==> src/rtl/pattern_gen_pkg.sv <==
// Shared FSM state encoding and default widths for the increment-pattern generator.
package pattern_gen_pkg;

  localparam int unsigned DEF_CNT_WIDTH = 8;
  localparam int unsigned DEF_LEN_WIDTH = 16;

  typedef enum logic [1:0] {
    IDLE = 2'd0,
    RUN  = 2'd1,
    DONE = 2'd2
  } state_t;

endpackage

==> src/rtl/sat_counter.sv <==
// Saturating up-counter with synchronous reset and clear; holds at all-ones.
module sat_counter
  import pattern_gen_pkg::*;
#(
  parameter int unsigned WIDTH = DEF_LEN_WIDTH
) (
  input  logic             clk,
  input  logic             rst,
  input  logic             clr,
  input  logic             inc,
  output logic [WIDTH-1:0] count
);

  always_ff @(posedge clk) begin
    if (rst || clr) begin
      count <= '0;
    end else if (inc && (count != '1)) begin
      count <= count + WIDTH'(1);
    end
  end

endmodule

==> src/rtl/pattern_generator.sv <==
// Valid/ready burst source emitting seed, seed+1, ... with early stop and continuous mode.
// Optional error injection is enabled by defining PATTERN_GEN_ERR_INJECT_EN.
module pattern_generator
  import pattern_gen_pkg::*;
#(
  parameter int unsigned CNT_WIDTH = DEF_CNT_WIDTH,
  parameter int unsigned LEN_WIDTH = DEF_LEN_WIDTH
) (
  input  logic                 clk,
  input  logic                 rst,
  input  logic                 start,
  input  logic                 stop,
  input  logic [CNT_WIDTH-1:0] seed,
  input  logic [LEN_WIDTH-1:0] burst_len,
  output logic [CNT_WIDTH-1:0] data_out,
  output logic                 data_valid,
  input  logic                 data_ready,
  output logic                 busy,
  output logic                 done,
  output logic [LEN_WIDTH-1:0] beat_count
`ifdef PATTERN_GEN_ERR_INJECT_EN
  ,
  input  logic                 inject_err,
  output logic [LEN_WIDTH-1:0] inject_count
`endif
);

  state_t               state_q, state_d;
  logic [LEN_WIDTH-1:0] len_q, len_d;
  logic [CNT_WIDTH-1:0] cnt_q, cnt_d;
  logic [CNT_WIDTH-1:0] data_out_d;
  logic                 stop_q, stop_d;
  logic                 data_valid_d, busy_d, done_d;

  logic load_c, accept_c, last_c, end_c, inj_now_c;

  assign load_c   = (state_q == IDLE) && start;
  assign accept_c = (state_q == RUN) && data_valid && data_ready;
  // Burst length 0 never matches, which gives continuous mode.
  assign last_c   = (len_q != '0) && (beat_count == (len_q - LEN_WIDTH'(1)));
  assign end_c    = accept_c && (last_c || stop_q || stop);

  // State and registered outputs
  always_ff @(posedge clk) begin
    if (rst) begin
      state_q    <= IDLE;
      len_q      <= '0;
      cnt_q      <= '0;
      stop_q     <= 1'b0;
      data_out   <= '0;
      data_valid <= 1'b0;
      busy       <= 1'b0;
      done       <= 1'b0;
    end else begin
      state_q    <= state_d;
      len_q      <= len_d;
      cnt_q      <= cnt_d;
      stop_q     <= stop_d;
      data_out   <= data_out_d;
      data_valid <= data_valid_d;
      busy       <= busy_d;
      done       <= done_d;
    end
  end

  // Next-state logic
  always_comb begin
    state_d = state_q;
    case (state_q)
      IDLE:    if (start) state_d = RUN;
      RUN:     if (end_c) state_d = DONE;
      DONE:    state_d = IDLE;
      default: state_d = IDLE;
    endcase
  end

  // Next values of the registered outputs and datapath
  always_comb begin
    len_d        = len_q;
    cnt_d        = cnt_q;
    data_out_d   = data_out;
    stop_d       = (state_q == RUN) && !end_c && (stop_q || stop);
    data_valid_d = (state_d == RUN);
    busy_d       = (state_d != IDLE);
    done_d       = (state_d == DONE);
    if (load_c) begin
      len_d      = burst_len;
      cnt_d      = seed;
      data_out_d = seed;
    end else if (accept_c) begin
      cnt_d      = cnt_q + CNT_WIDTH'(1);
      data_out_d = cnt_d ^ CNT_WIDTH'(inj_now_c);
    end
  end

  sat_counter #(.WIDTH(LEN_WIDTH)) u_beat_cnt (
    .clk   (clk),
    .rst   (rst),
    .clr   (load_c),
    .inc   (accept_c),
    .count (beat_count)
  );

`ifdef PATTERN_GEN_ERR_INJECT_EN
  logic pend_q, corrupt_q;

  // A request arriving while a beat is offered corrupts the beat after it.
  assign inj_now_c = pend_q || inject_err;

  always_ff @(posedge clk) begin
    if (rst || load_c || (state_q != RUN)) begin
      pend_q    <= 1'b0;
      corrupt_q <= 1'b0;
    end else if (accept_c) begin
      pend_q    <= 1'b0;
      corrupt_q <= inj_now_c;
    end else begin
      pend_q    <= inj_now_c;
    end
  end

  sat_counter #(.WIDTH(LEN_WIDTH)) u_inject_cnt (
    .clk   (clk),
    .rst   (rst),
    .clr   (load_c),
    .inc   (accept_c && corrupt_q),
    .count (inject_count)
  );
`else
  assign inj_now_c = 1'b0;
`endif

endmodule

==> config.mk <==
export PLATFORM = sky130hd
export DESIGN_NAME = pattern_generator
export DESIGN_NICKNAME = d
export VERILOG_FILES = /design/src/rtl/pattern_gen_pkg.sv /design/src/rtl/sat_counter.sv /design/src/rtl/pattern_generator.sv
export SDC_FILE = /design/constraint.sdc
export NUM_CORES = 1
export LEC_CHECK = 0
export CORE_UTILIZATION = 50
export CTS_CLUSTER_DIAMETER = 100
export DETAILED_ROUTE_END_ITERATION = 10
export GPL_ROUTABILITY_DRIVEN = 0
export MAX_ROUTING_LAYER = met4
export PLACE_DENSITY = 0.8
export SYNTH_ARGS = -nofsm -noshare
export SYNTH_HDL_FRONTEND = slang
export SYNTH_SLANG_ARGS = --single-unit
export TNS_END_PERCENT = 5
==> constraint.sdc <==
create_clock -name clk -period 3.1 [get_ports clk]
set_input_delay 0.31 -clock clk [delete_from_list [all_inputs] [get_ports clk]]
set_output_delay 0.31 -clock clk [all_outputs]
set_load 0.02 [all_outputs]
==> impl_metrics.toml <==
[logic_synthesis]
yosysTopAreaCell = "dfxtp_1"
synth_cell_types = 54
yosys.area.top_type_share_pct = 37.3
yosys.cell_count.top_type = "dfxtp_1"
yosysWarnings = 0
synthArstFlopShare_pct = 0
synth-seq-cells = 46
syn-num-nets = 337
seq_area_frac_synth_pct = 37.3
ys.flop_type = "dfxtp_1"
avgSynthCellArea_um2 = 8.11
synth_cells = 304
synth-edff-count = 0
synthTopCellsByCount = "dfxtp_1 (46), nand2_1 (44), nor2_1 (40)"
synth_area_um2 = 2470
netlist_top_cells_area = "dfxtp_1 (37%), xor2_1 (7.8%), nand2_1 (6.7%), nor2_1 (6.1%), xnor2_1 (6.0%)"

[global_route]
groute.usage.overall_pct = 23.0
antenna_found_initial = 0
grt_pass1_wl_um = 9250
grt_pass1_vias = 2065
grt-ovfl-total = 0
grt_max_degree = 31

[floorplanning]
row_count = 25
start_util_pct = 52.2
core_area_um2 = 4720
dieWidth_um = 72.2
io_pins = 56
dieArea_um2 = 5220
die_y_um = 72.2

[timing]
period_share_pct = 91.2
setup_viol = 0
timing.fmax_mhz = 354
hold_violations = 0
worstMarginPinSlew_ns = 0.657
skew_ns = 0.00570
slew_viol_final = 0
tns_ns = 0
fin_hold_ws_ns = 0.492
worst_slack_ns = 0.274
slew_headroom_pct = 56.2
rsz0062_at_grt = "false"
fin_crit_ns = 2.83

[worst_setup_path]
critPathMaxStageDelay_ns = 0.66
critPathArrivalTime_ns = 3.00
crit_fanout = 8
cp_cell_sequence = "inv_1, ha_1, or4b_1, nor3_2, xnor2_1, nor3_1, nand4_2, nor4_4, o221ai_1"
cp_slowest_cell = "or4b_1"
end_kind = "flop"
cp-start-kind = "flop"
crit_required_ns = 3.27
path_class = "reg2reg"

[detailed_routing]
wl_per_cell_um = 13.7
wl_um = 5760
via_per_inst = 5.42
antenna_left = 0
drc = 0
num_vias = 2281
firstDrtPassIters = 4
drt_iter0_drc = 79

[layout]
drive_gt1_share_pct = 5.08
diodes = 0
area_growth_pct = 27.6
finish.net_count = 386

[power_and_ir_drop]
p_int_uw = 1030
power_switching_share_pct = 33.0
power_density_nw_per_um2 = 487
p_leak_uw = 0.00113
total_power_uw = 1530
power_frac_clock_pct = 24.5
power_frac_seq_pct = 45.5
ir_drop_mv = 0.395
comb_power_share_pct = 29.9
power.switching_uw = 506

[clocking]
clk_pin_slew_ns = 0.08
cts.sinks = 46
cts_setup_buffers = 0
cts_tree = "done"
clock_latency_ns = 0.30
numCtsBuffers = 5
h-tree-depth = 2
cts_buffer_depth = 2
cts-root-buf = "clkbuf_8"

[placement]
hpwl_um = 4270
pre_cts_slack_ns = 0.221
port_buffers = 55

[flow_run]
max_cap_violations = 0

[hold_path]
hold_class = "reg2reg"

[outcome]
status = "complete, no violations"
[worst max-delay path, delay by kind of cell, from the launching register on]
kind,cells,cell delay [ns]
fa+ha+maj,1,0.26
flops,1,0.36
simple gates,5,1.73
compound gates,1,0.16
buf+inv,1,0.10
xor+xnor,1,0.09
[stage by stage]
step / utilization, % / std cells / cell area (µm²)
2_1_floorplan: - / 304 / 2470
3_3_place_gp: 64.5 / 413 / 3050
3_5_place_dp: 64.5 / 413 / 3050
4_1_cts: 66.4 / 421 / 3140
5_1_grt: 66.6 / 421 / 3150
6_report: 66.6 / 421 / 3150
[layout by cell type (no fill, tap or decap), drive strengths merged, types with 2 or more instances in the layout]
master         netlist  layout
clkdlybuf4s50        0      55
dfxtp               46      46
nand2               44      44
nor2                40      40
xor2                22      22
a21oi               20      20
xnor2               17      17
nand3               13      13
o21ai               11      11
nor3                 9       9
nor4                 8       8
inv                  7       7
clkbuf              10       7
nand4                5       5
a211oi               4       4
ha                   4       4
and3                 3       3
a41oi                3       3
o31ai                3       3
o21a                 2       2
a2111oi              2       2
o221ai               2       2
o31a                 2       2
buf                  5       2
or4                  2       2
[flip-flops by register name, indices dropped and copies added, names as in the netlist]
| signal | count |
|---|---|
| busy | 1 |
| cnt_q | 8 |
| data_valid | 1 |
| done | 1 |
| len_q | 16 |
| state_q | 2 |
| stop_q | 1 |
| u_beat_cnt.count | 16 |
[layout make-up]
cell class	instances	area, µm²
Clock buffer	7	86.3
Fill cell	388	1580
Multi-Input combinational cell	236	1460
Inverter	7	26.3
Tap cell	67	83.8
Clock inverter	1	5.00
Sequential cell	46	921
Timing Repair Buffer	57	566
[layer usage]
layer / routed length (µm) / track usage, % / up-vias / share of wire [%]
li1: - / - / 1163 / -
met1: 2600 / 28.8 / 1052 / 45
met2: 2820 / 38.0 / 56 / 49
met3: 234 / 3.47 / 10 / 4.1
met4: 100 / 7.63 / 0 / 1.7
met5: 0 / - / - / 0
[worst paths after layout]
path,slack [ns],to,cells after the start,start
min,0.49,len_q[1]$_SDFFE_PP0P_,2,len_q[1]$_SDFFE_PP0P_
max reg2reg,0.27,state_q[0]$_SDFF_PP0_,9,len_q[0]$_SDFFE_PP0P_
max,0.27,state_q[0]$_SDFF_PP0_,9,len_q[0]$_SDFFE_PP0P_
min reg2reg,0.49,len_q[1]$_SDFFE_PP0P_,2,len_q[1]$_SDFFE_PP0P_
[kinds of logic (layout without fill, tap and decap cells)]
group	count (synthesis)	in the layout	share of synthesized area (%)
and+or+nand+nor	134	134	27.0
AOI/OAI and AO/OA	58	58	15.5
DFF	46	46	37.3
xor gates and xnor gates	39	39	13.9
buffers and inverters	22	72	3.86
adders and majority gates	4	4	2.03
muxes	1	1	0.406
[power groups by stage]
stage / clock network (µW) / logic, µW / registers, µW
3_5_place_dp: 0 / 449 / 709
3_3_place_gp: 0 / 440 / 708
4_1_cts: 376 / 454 / 696
2_1_floorplan: 0 / 301 / 721
5_1_grt: 402 / 502 / 706
6_report: 376 / 458 / 698
[what timing repair did]
| item | CTS | global route |
|---|---|---|
| hold buffers | 0 | 0 |
| hold endpoints to repair | 0 | 0 |
| endpoints found under the setup margin | 0 | 2 |
| gates resized for setup | 0 | 1 |
No activity file was read; power rests on OpenSTA's default activity.
